File: src/rtl/pcie_flush_pkg.sv
// Shared definitions for the PCIe upload FIFO flush sequencer and the reset generator.
package pcie_flush_pkg;

  typedef enum logic [1:0] {
    ST_RUN       = 2'd0,
    ST_GATE      = 2'd1,
    ST_ASSERT    = 2'd2,
    ST_WAIT_BUSY = 2'd3
  } flush_state_e;

  localparam int DEF_DATA_W          = 64;
  localparam int DEF_GUARD_CYCLES    = 8;
  localparam int DEF_RST_HOLD_CYCLES = 16;
  localparam int DEF_BUSY_SETTLE     = 8;
  localparam int DEF_BUSY_TIMEOUT    = 4096;
  localparam int DEF_CNT_W           = 16;

  // Reset-generator sequencing offsets; both blocks derive their timing from these.
  localparam int RSTGEN_FIFO_TRIG_OFFSET = 5000;
  localparam int RSTGEN_RELEASE_OFFSET   = 5100;
  localparam int RSTGEN_DONE_OFFSET      = 8000;

endpackage

File: src/rtl/sat_counter.sv
// Saturating up-counter, cleared only by the asynchronous reset.
module sat_counter #(
  parameter int CNT_W = 16
) (
  input  logic             clk,
  input  logic             rst_n,
  input  logic             inc,
  output logic [CNT_W-1:0] cnt
);

  function automatic logic [CNT_W-1:0] sat_inc(input logic [CNT_W-1:0] v);
    return (&v) ? v : v + CNT_W'(1);
  endfunction

  always_ff @(posedge clk or negedge rst_n) begin
    if (!rst_n) begin
      cnt <= '0;
    end else if (inc) begin
      cnt <= sat_inc(cnt);
    end
  end

endmodule

File: src/rtl/pcie_fifo_flush_ctrl.sv
// Gates the acquisition stream, pulses the upload FIFO reset and waits for the
// FIFO reset-busy flags to clear before re-opening the write path.
module pcie_fifo_flush_ctrl
  import pcie_flush_pkg::*;
#(
  parameter int DATA_W          = DEF_DATA_W,
  parameter int GUARD_CYCLES    = DEF_GUARD_CYCLES,
  parameter int RST_HOLD_CYCLES = DEF_RST_HOLD_CYCLES,
  parameter int BUSY_SETTLE     = DEF_BUSY_SETTLE,
  parameter int BUSY_TIMEOUT    = DEF_BUSY_TIMEOUT,
  parameter int CNT_W           = DEF_CNT_W
) (
  input  logic              clk,
  input  logic              rst_n,
  input  logic              rst_trig,
  input  logic              din_valid,
  input  logic [DATA_W-1:0] din,
  input  logic              fifo_full,
  input  logic              wr_rst_busy,
  input  logic              rd_rst_busy,
  output logic              fifo_wr_en,
  output logic [DATA_W-1:0] fifo_din,
  output logic              fifo_rst,
  output logic              ready,
  output logic              flush_done,
  output logic              timeout_err,
  output logic [CNT_W-1:0]  drop_cnt
);

  localparam int MAX_GR = (GUARD_CYCLES > RST_HOLD_CYCLES) ? GUARD_CYCLES : RST_HOLD_CYCLES;
  localparam int CNT_MAX = (BUSY_TIMEOUT > MAX_GR) ? BUSY_TIMEOUT : MAX_GR;
  localparam int ST_W = $clog2(CNT_MAX + 1);

  flush_state_e    state;
  logic [ST_W-1:0] st_cnt;
  logic            wr_term;
  logic            settled;
  logic            busy_clear;
  logic            timed_out;

  assign wr_term    = din_valid & (state == ST_RUN) & ~fifo_full & ~wr_rst_busy;
  assign settled    = int'(st_cnt) >= BUSY_SETTLE - 1;
  assign busy_clear = settled & ~wr_rst_busy & ~rd_rst_busy;
  assign timed_out  = int'(st_cnt) == BUSY_TIMEOUT - 1;

  // Flush sequencer: one shared state counter, cleared on every state entry.
  always_ff @(posedge clk or negedge rst_n) begin
    if (!rst_n) begin
      state       <= ST_RUN;
      st_cnt      <= '0;
      fifo_rst    <= 1'b0;
      ready       <= 1'b1;
      flush_done  <= 1'b0;
      timeout_err <= 1'b0;
    end else begin
      flush_done <= 1'b0;
      st_cnt     <= st_cnt + ST_W'(1);
      case (state)
        ST_RUN: begin
          st_cnt <= '0;
          if (rst_trig) begin
            state <= ST_GATE;
            ready <= 1'b0;
          end
        end
        ST_GATE: begin
          if (int'(st_cnt) == GUARD_CYCLES - 1) begin
            state    <= ST_ASSERT;
            st_cnt   <= '0;
            fifo_rst <= 1'b1;
          end
        end
        ST_ASSERT: begin
          if (int'(st_cnt) == RST_HOLD_CYCLES - 1) begin
            state    <= ST_WAIT_BUSY;
            st_cnt   <= '0;
            fifo_rst <= 1'b0;
          end
        end
        ST_WAIT_BUSY: begin
          // A clean exit on the timeout cycle takes priority over the error.
          if (busy_clear || timed_out) begin
            state      <= ST_RUN;
            st_cnt     <= '0;
            ready      <= 1'b1;
            flush_done <= 1'b1;
            if (!busy_clear) begin
              timeout_err <= 1'b1;
            end
          end
        end
        default: begin
          state  <= ST_RUN;
          st_cnt <= '0;
          ready  <= 1'b1;
        end
      endcase
    end
  end

  // Write path: one register stage between upstream and the FIFO.
  always_ff @(posedge clk or negedge rst_n) begin
    if (!rst_n) begin
      fifo_wr_en <= 1'b0;
      fifo_din   <= '0;
    end else begin
      fifo_wr_en <= wr_term;
      fifo_din   <= din;
    end
  end

  sat_counter #(
    .CNT_W (CNT_W)
  ) u_drop_cnt (
    .clk   (clk),
    .rst_n (rst_n),
    .inc   (din_valid & ~wr_term),
    .cnt   (drop_cnt)
  );

endmodule

File: config.mk
export PLATFORM = sky130hd
export DESIGN_NAME = pcie_fifo_flush_ctrl
export DESIGN_NICKNAME = d
export VERILOG_FILES = /design/src/rtl/pcie_flush_pkg.sv /design/src/rtl/sat_counter.sv /design/src/rtl/pcie_fifo_flush_ctrl.sv
export SDC_FILE = /design/constraint.sdc
export NUM_CORES = 1
export LEC_CHECK = 0
export BUFFER_PORTS_ARGS = -buffer_cell sky130_fd_sc_hd__buf_2
export CELL_PAD_IN_SITES_DETAIL_PLACEMENT = 2
export CELL_PAD_IN_SITES_GLOBAL_PLACEMENT = 2
export CORE_MARGIN = 8
export CORE_UTILIZATION = 32
export DETAILED_ROUTE_END_ITERATION = 10
export PLACE_DENSITY = 0.79
export RECOVER_POWER = 25
export SYNTH_ARGS = -nofsm -noshare
export SYNTH_HDL_FRONTEND = slang
export SYNTH_HIERARCHICAL = 1
export SYNTH_SLANG_ARGS = --single-unit
File: constraint.sdc
create_clock -name clk -period 5.3 [get_ports clk]
set_clock_uncertainty 0.05 [all_clocks]
set_input_delay 0.795 -clock clk [delete_from_list [all_inputs] [get_ports clk]]
set_output_delay 0.795 -clock clk [all_outputs]
set_load 0.01 [all_outputs]
; Word level (Yosys, flattened, before mapping)
; Cells that the tools add are included.
[classes]
add_sub_neg = 2
order_cmp = 1
n_eq_ne = 10
muxes = 17
n_bitwise = 12
reduce_logical = 10
[op_table]
columns = cell, count
row1 = one-hot mux 13 bit (4 select lines), 1
row2 = 2-to-1 mux 13 bit, 3
row3 = "adder 16 x 1 -> 16 bit, second input constant", 1
row4 = AND reduction 16 bit, 1
row5 = "adder 13 x 1 -> 13 bit, second input constant", 1
row6 = "== test 13 bit, second input constant", 1
row7 = "== test 13 x 4 -> 1 bit, second input constant", 1
row8 = "== test 13 x 5 -> 1 bit, second input constant", 1
row9 = "greater-or-equal comparator 13 x 3 -> 1 bit, second input constant", 1
row10 = AND reduction 3 bit, 3
row11 = 2-to-1 mux 2 bit, 4
row12 = "!= test 2 bit, second input constant", 4
row13 = one-hot mux 2 bit (4 select lines), 1
row14 = AND 1 bit, 6
row15 = 2-to-1 mux 1 bit, 6
row16 = NOT 1 bit, 6
row17 = "== test 2 bit, second input constant", 2
row18 = one-hot mux 1 bit (2 select lines), 2
row19 = AND reduction 4 bit, 1
row20 = nonzero test 2 bit, 2
row21 = "== test 2 x 1 -> 1 bit, second input constant", 1
row22 = logical NOT 2 bit, 1
row23 = AND reduction 2 bit, 1
row24 = logical OR 1 bit, 1
[word_totals]
reg_bits = 100
in_bits = 71
out_inout_bits = 85
word_cells = 61

; Longest topological paths before layout
; Gate-level depths: netlist of run 1.
[logic_depth]
depth_word = 7
depth_mapped = 10
ltp_nobuf = 9

; By module
; Netlist of run 1, hierarchy kept.
[by_module_without_submodules]
columns = module, n_inst, cells_per_inst, area_per_inst_um2, seq_area_each_um2
row1 = pcie_fifo_flush_ctrl, 1, 171, 2763.9, 2103.3
row2 = sat_counter, 1, 75, 840.8, 400.4

; Least setup slack after synthesis of run 1
; No wires, ideal clock.
[synth_path]
path_kind = register -> register
start = register state[0]
end = register u_drop_cnt.cnt[11]
setup_ps = 132
arrival_time_ps = 2025
required_ps = 5118
slack_ps = 3093
path_stages_with_launch = 11
path_buffers = 1
period_less_slack_ps = 2207
path_cell_list = dfrtp_1 > inv_1 > ha_1 > clkbuf_1 > inv_1 > nor4b_1 > nor2b_1 > and3_2 > nand3_1 > nor3_1 > xor2_1
[synth_via]
elab_chain_len = 7
[synth_lines]
columns = item, line_no
row1 = from (decl), pcie_fifo_flush_ctrl.sv:34  ; flush_state_e state;
row2 = from (signal assigned), pcie_fifo_flush_ctrl.sv:49  ; state <= ST_RUN;
row3 = from (signal assigned), pcie_fifo_flush_ctrl.sv:62  ; state <= ST_GATE;
row4 = from (signal assigned), pcie_fifo_flush_ctrl.sv:68  ; state <= ST_ASSERT;
row5 = logical NOT 2 bit, pcie_fifo_flush_ctrl.sv:41  ; assign wr_term = din_valid & (state == ST_RUN) & ~fifo_full & ~wr_rst_busy;
row6 = AND 1 bit (3 in a row), pcie_fifo_flush_ctrl.sv:41
row7 = named net wr_term, pcie_fifo_flush_ctrl.sv:36  ; logic wr_term;
row8 = NOT 1 bit, pcie_fifo_flush_ctrl.sv:117  ; .inc (din_valid & ~wr_term),
row9 = AND 1 bit, pcie_fifo_flush_ctrl.sv:117
row10 = AND reduction 2 bit (no source line), -
row11 = to (signal assigned), sat_counter.sv:19  ; cnt <= sat_inc(cnt);
row12 = to (decl), sat_counter.sv:8  ; output logic [CNT_W-1:0] cnt
; The timed path passes the listed nets, and every way through them passes these cells.
; A chain may end at the register's enable or synchronous reset.

==> flow_summary.yaml, run 1 <==
cells_and_area:
  fin_cells: 553
  diodes: 0
  drive_above_1_share_pct: 47.5
  nNetsFinal: 485
  utilization_pct: 44.2
  synthToLayoutAreaGrowth_pct: 34.1
  nFillCells: 1134
  stdcell_area_um2: 4830
cts:
  postCtsHoldBufs: 0
  htree_num_levels: 3
  clock_latency_ns: 0.34
  post_cts_buffers: 0
  path_clk_slew_ns: 0.07
  cts_buffers: 9
  cts_resized: 0
  cts_tree: "done"
  cts_buffer_depth: 2
  cts.sinks: 100
  cts_root_buf: "clkbuf_16"
detailed_routing:
  wirelength_mm: 10.6
  drcViolationCount: 0
  firstDrtPassIters: 4
  vias_per_cell: 4.65
  drt_iter0_drc: 75
  ant_nets: 0
  vias: 2571
  avgRoutedWirePerCell_um: 19.1
synth:
  synth_top_family_by_area: "simple AND/OR/NAND/NOR gates"
  netlist_area_um2: 3600
  synth-edff-count: 0
  synth_top_cell_by_area: "dfrtp_1"
  ys_types: 46
  yosysTopAreaCellShare_pct: 68.7
  async_flop_share_pct: 100
  synthCells: 246
  yosysWarningCount: 6
  yosys.area_share.simple_pct: 16.2
  synth_compound_area_share_pct: 4.13
  muxShareOfSynthArea_pct: 1.56
  syn-num-nets: 323
  syn_area_per_cell_um2: 14.7
  synth-xor-area-share_pct: 5.10
  synth_ff_type: "dfrtp_1"
  synth_area_leaders: "dfrtp_1 69%, xor2_1 3.4%, nor3_2 2.5%"
  ys_seq_elements: 100
  synthAdderAreaFrac_pct: 2.08
  ys_seq_area_share_pct: 69.5
worst_setup_path:
  arrival_ns: 3.80
  cpPeakStageDelay_ns: 2.20
  cp-start-kind: "primary input"
  cp_cell_sequence: "clkbuf_1 > buf_4"
  crit_slowest_cell: "clkbuf_1"
  reg2reg_depth: 9
  crit_family: "buffers and inverters"
  critical_path_class: "primary input to async pin"
  cp-end-kind: "async pin"
  cp_num_buf_inv: 2
  r2r_slack_ns: 2.34
  path_max_fanout: 60
  required_ns: 5.70
  path_depth: 2
sta:
  relSlewSlack_pct: -111
  rsz0062_at_grt: "false"
  timing.final.ws_setup_ns: 1.90
  fin_crit_sh_pct: 64.1
  finalSetupTns_ns: 0
  fmax_ghz: 0.294
  setup_viol: 0
  hold_violations: 0
  worstMarginPinSlew_ns: 3.17
  fin_crit_ns: 3.40
  final_max_slew_viol_count: 61
  hold_slack_ns: 0.409
grt:
  overflow: 0
  grt_pass1_vias: 3067
  grt_pass1_wl_mm: 16.6
  grt_start_max_net_pins: 61
  grt_use_total_pct: 14.5
  antenna_found_initial: 0
run:
  cap_violations: 1
power_and_ir_drop:
  power.ir.vdd_worst_mv: 0.202
  powerDensity_nw_per_um2: 358
  total_leakage_power_nw: 2.43
  p_total_mw: 1.73
floorplanning:
  ios: 156
  start_util_pct: 33.0
  die_area_um2: 14900
  die_x_um: 122
  die_h_um: 122
  core_area_um2: 10900
  rows: 38
place:
  place_congestion: 0.743
  placed_cell_area_um2: 4530
  dp_slack_ns: 2.29
  io_buffers: 155
  dp.cells: 537
  hpwl_mm: 8.31
hold_path:
  whs_path_depth: 1
  hold_class: "flop to flop"
status:
  status: "complete, but fails checks"
  violations: "max-capacitance violations, max-slew violations"
-- worst reg2reg max path: stages (launching register included) --
cell and delay [ns]:
dfrtp_1 0.42, inv_1 0.10, ha_1 0.68, inv_1 0.17
nor4b_1 0.46, nor2b_1 0.21, and3_2 0.26, nand3_1 0.22
nor3_1 0.12, xor2_1 0.16
-- cell type report --
type	instances	area (µm²)	share of cell area, %
Clock buffer	9	225	4.66
Clock inverter	7	80.1	1.66
Inverter	6	22.5	0.466
Multi-Input combinational cell	135	1050	21.7
Sequential cell	100	2500	51.8
Tap cell	140	175	3.62
Timing Repair Buffer	156	779	16.1
-- power breakdown --
group	internal, mW	switching [mW]	total, mW
sequential	0.814	0.0554	0.869
clock	0.374	0.300	0.673
combinational	0.0833	0.106	0.189
-- registers in the layout, indices dropped and copies added, names as in the netlist --
name	cells
u_drop_cnt/cnt	16
flush_done	1
ready	1
fifo_wr_en	1
st_cnt	13
fifo_din	64
timeout_err	1
state	2
fifo_rst	1
-- cells in the mapped netlist, types with 2 or more instances --
| master | number |
|---|---|
| dfrtp_1 | 99 |
| xor2_1 | 14 |
| nor2_1 | 12 |
| nand3_1 | 10 |
| nor3_1 | 9 |
| nor3_2 | 9 |
| nand2_1 | 8 |
| nand4_1 | 8 |
| xnor2_1 | 7 |
| ha_1 | 6 |
| inv_1 | 6 |
| a21oi_1 | 5 |
| o21ai_0 | 5 |
| and4_1 | 4 |
| mux2_2 | 4 |
| and3_1 | 2 |
| clkbuf_1 | 2 |
| nand2b_1 | 2 |
| nand4_2 | 2 |
| nor2b_1 | 2 |
| nor3b_1 | 2 |
| nor4_2 | 2 |
| nor4_4 | 2 |
| o211ai_1 | 2 |
-- cells by family after synthesis --
logic type	Yosys count
DFF	100
and+or+nand+nor	84
xor gates and xnor gates	21
AOI/OAI and AO/OA	19
buffers and inverters	11
adders and majority gates	6
muxes	5
-- routing by layer --
layer / vias up / wire, µm / track usage [%]
met1: 1290 / 3970 / 15.6
met4: 0 / 229 / 7.08
li1: 1178 / - / -
met3: 14 / 884 / 5.41
met2: 89 / 5500 / 24.6
met5: - / 0 / 0
-- worst paths after layout --
path | to | from
worst max-delay path | st_cnt[3]$_DFF_PN0_ | rst_n
worst min-delay path | timeout_err$_DFFE_PN0P_ | timeout_err$_DFFE_PN0P_
worst max register to register | u_drop_cnt/cnt[9]$_DFFE_PN0P_ | state[0]$_DFFE_PN0P_
worst min register to register | timeout_err$_DFFE_PN0P_ | timeout_err$_DFFE_PN0P_
max in group clk | u_drop_cnt/cnt[9]$_DFFE_PN0P_ | state[0]$_DFFE_PN0P_
min in group asynchronous | fifo_din[8]$_DFF_PN0_ | rst_n
-- placed cells by master, fill, tap and decap left out, types with 2 or more instances in the layout --
| cell type | synthesis | final |
|---|---|---|
| a21oi_1 | 5 | 5 |
| and3_1 | 2 | 2 |
| and4_1 | 4 | 4 |
| buf_2 | 1 | 152 |
| clkbuf_1 | 2 | 3 |
| clkbuf_16 | 0 | 9 |
| dfrtp_1 | 99 | 99 |
| ha_1 | 6 | 6 |
| inv_1 | 6 | 6 |
| inv_6 | 0 | 3 |
| mux2_2 | 4 | 4 |
| nand2_1 | 8 | 8 |
| nand2b_1 | 2 | 2 |
| nand3_1 | 10 | 10 |
| nand4_1 | 8 | 8 |
| nand4_2 | 2 | 2 |
| nor2_1 | 12 | 12 |
| nor2b_1 | 2 | 2 |
| nor3_1 | 9 | 9 |
| nor3_2 | 9 | 9 |
| nor3b_1 | 2 | 2 |
| nor4_2 | 2 | 2 |
| nor4_4 | 2 | 2 |
| o211ai_1 | 2 | 2 |
| o21ai_0 | 5 | 5 |
| xnor2_1 | 7 | 7 |
| xor2_1 | 14 | 14 |
(Power assumes the default switching activity.)
==> run 2, diff against run 1 <==
Settings changed: CORE_UTILIZATION 32 to 30, PLACE_DENSITY 0.79 to 0.75.
Clock period 5.3 ns to 3.2 ns, I/O delays scaled along.
==> flow_summary.yaml, run 2 (same netlist as run 1, synthesis figures left out) <==
floorplanning:
  die_x_um: 126
  core_area_um2: 11900
  ios: 156
  rows: 40
  start_util_pct: 30.4
  die_h_um: 126
  die_area_um2: 15800
sta:
  fmax_ghz: 0.413
  hold_violations: 0
  fin_crit_sh_pct: 75.7
  relSlewSlack_pct: 14.2
  final_max_slew_viol_count: 0
  setup_viol: 0
  hold_slack_ns: 0.190
  rsz0062_at_grt: "false"
  worstMarginPinSlew_ns: 1.29
  fin_crit_ns: 2.42
  timing.final.ws_setup_ns: 0.777
  finalSetupTns_ns: 0
worst_setup_path:
  arrival_ns: 2.59
  cp_cell_sequence: "ha_1 > and4_1 > nand4_1 > or2_1 > a21oi_2 > buf_4 > nor3_2"
  critical_path_class: "flop to flop"
  path_max_fanout: 7
  cp-start-kind: "flop"
  required_ns: 3.37
  cp_num_buf_inv: 1
  crit_slowest_cell: "a21oi_2"
  cpPeakStageDelay_ns: 0.44
  cp-end-kind: "flop"
  crit_family: "simple AND/OR/NAND/NOR gates"
cts:
  cts_root_buf: "clkbuf_16"
  postCtsHoldBufs: 0
  cts_resized: 0
  cts_buffer_depth: 2
  htree_num_levels: 3
  cts.sinks: 100
  cts_tree: "done"
  cts_buffers: 9
  post_cts_buffers: 0
  clock_latency_ns: 0.34
  path_clk_slew_ns: 0.07
detailed_routing:
  wirelength_mm: 10.6
  drcViolationCount: 0
  vias_per_cell: 4.64
  avgRoutedWirePerCell_um: 19.0
  drt_iter0_drc: 73
  ant_nets: 0
  firstDrtPassIters: 4
  vias: 2601
grt:
  grt_use_total_pct: 14.1
  grt_pass1_wl_mm: 17.4
  overflow: 0
  grt_start_max_net_pins: 53
  grt_pass1_vias: 3159
  antenna_found_initial: 3
power_and_ir_drop:
  total_leakage_power_nw: 2.45
  powerDensity_nw_per_um2: 594
  power.ir.vdd_worst_mv: 0.319
run:
  cap_violations: 0
cells_and_area:
  drive_above_1_share_pct: 47.3
  stdcell_area_um2: 4880
  regMostFlops: "fifo_din"
  final_common_cell: "buf_2"
  mostFrequentLayoutCells: "151 x buf_2, 99 x dfrtp_1, 14 x xor2_1"
  largest_register_ffs: 64
  diodes: 0
  largestRegisters: "fifo_din (64), u_drop_cnt/cnt (16), st_cnt (13)"
  fin_cells: 561
  nFillCells: 1207
  nNetsFinal: 487
  synthToLayoutAreaGrowth_pct: 35.4
status:
  status: "completed"
place:
  io_buffers: 155
  hpwl_mm: 8.23
  place_congestion: 0.700
  placed_cell_area_um2: 4570
  dp_slack_ns: 0.810
  dp.cells: 546
hold_path:
  hold_class: "primary input to flop"
run 2: cell types whose count changed in the layout (fill, tap and decap cells not counted), sizes merged:
cell	change
clkbuf	+2
clkinv	+1
bufinv	+1
buf	+1
inv	-3
clkinvlp	-1
run 2: power breakdown:
part           switching [mW]  total, mW  internal [mW]
combinational           0.170      0.309          0.139
clock                   0.464       1.15          0.687
sequential             0.0901       1.44           1.35
total                   0.724       2.90           2.17
run 2: final cells by class:
type	count	area, µm²	share of cell area, %
clock buffers	10	229	4.69
clock inverters	5	86.3	1.77
inverters	6	22.5	0.462
multi-input cells	135	1050	21.5
flip-flops and latches	100	2500	51.3
well taps	147	184	3.77
repair buffers	158	807	16.5
run 2: final timing paths:
path                                              start                       to  slack [ns]  cells past startpoint
worst max register to register      st_cnt[0]$_DFF_PN0_      st_cnt[8]$_DFF_PN0_        0.78                      7
min in group asynchronous                         rst_n   fifo_din[12]$_DFF_PN0_        0.35                      1
worst min-delay path                            din[36]   fifo_din[36]$_DFF_PN0_        0.19                      1
max in group asynchronous                         rst_n        ready$_DFFE_PN1P_        1.80                      2
worst max-delay path                st_cnt[0]$_DFF_PN0_      st_cnt[8]$_DFF_PN0_        0.78                      7
worst min register to register  timeout_err$_DFFE_PN0P_  timeout_err$_DFFE_PN0P_        0.40                      1
run 2: layer usage:
| metal | track usage [%] | up-vias | share of wire, % |
|---|---|---|---|
| li1 | - | 1182 | - |
| met1 | 14.4 | 1305 | 37 |
| met2 | 24.9 | 90 | 53 |
| met3 | 5.23 | 18 | 7.7 |
| met4 | 6.81 | 6 | 2.0 |
| met5 | 0 | - | 0.34 |
run 2: through the flow:
stage,power [mW],util (%)
2_1_floorplan,1.57,-
3_3_place_gp,1.76,38.5
3_5_place_dp,1.78,38.5
4_1_cts,2.97,41.2
5_1_grt,3.03,41.1
6_report,2.90,41.1
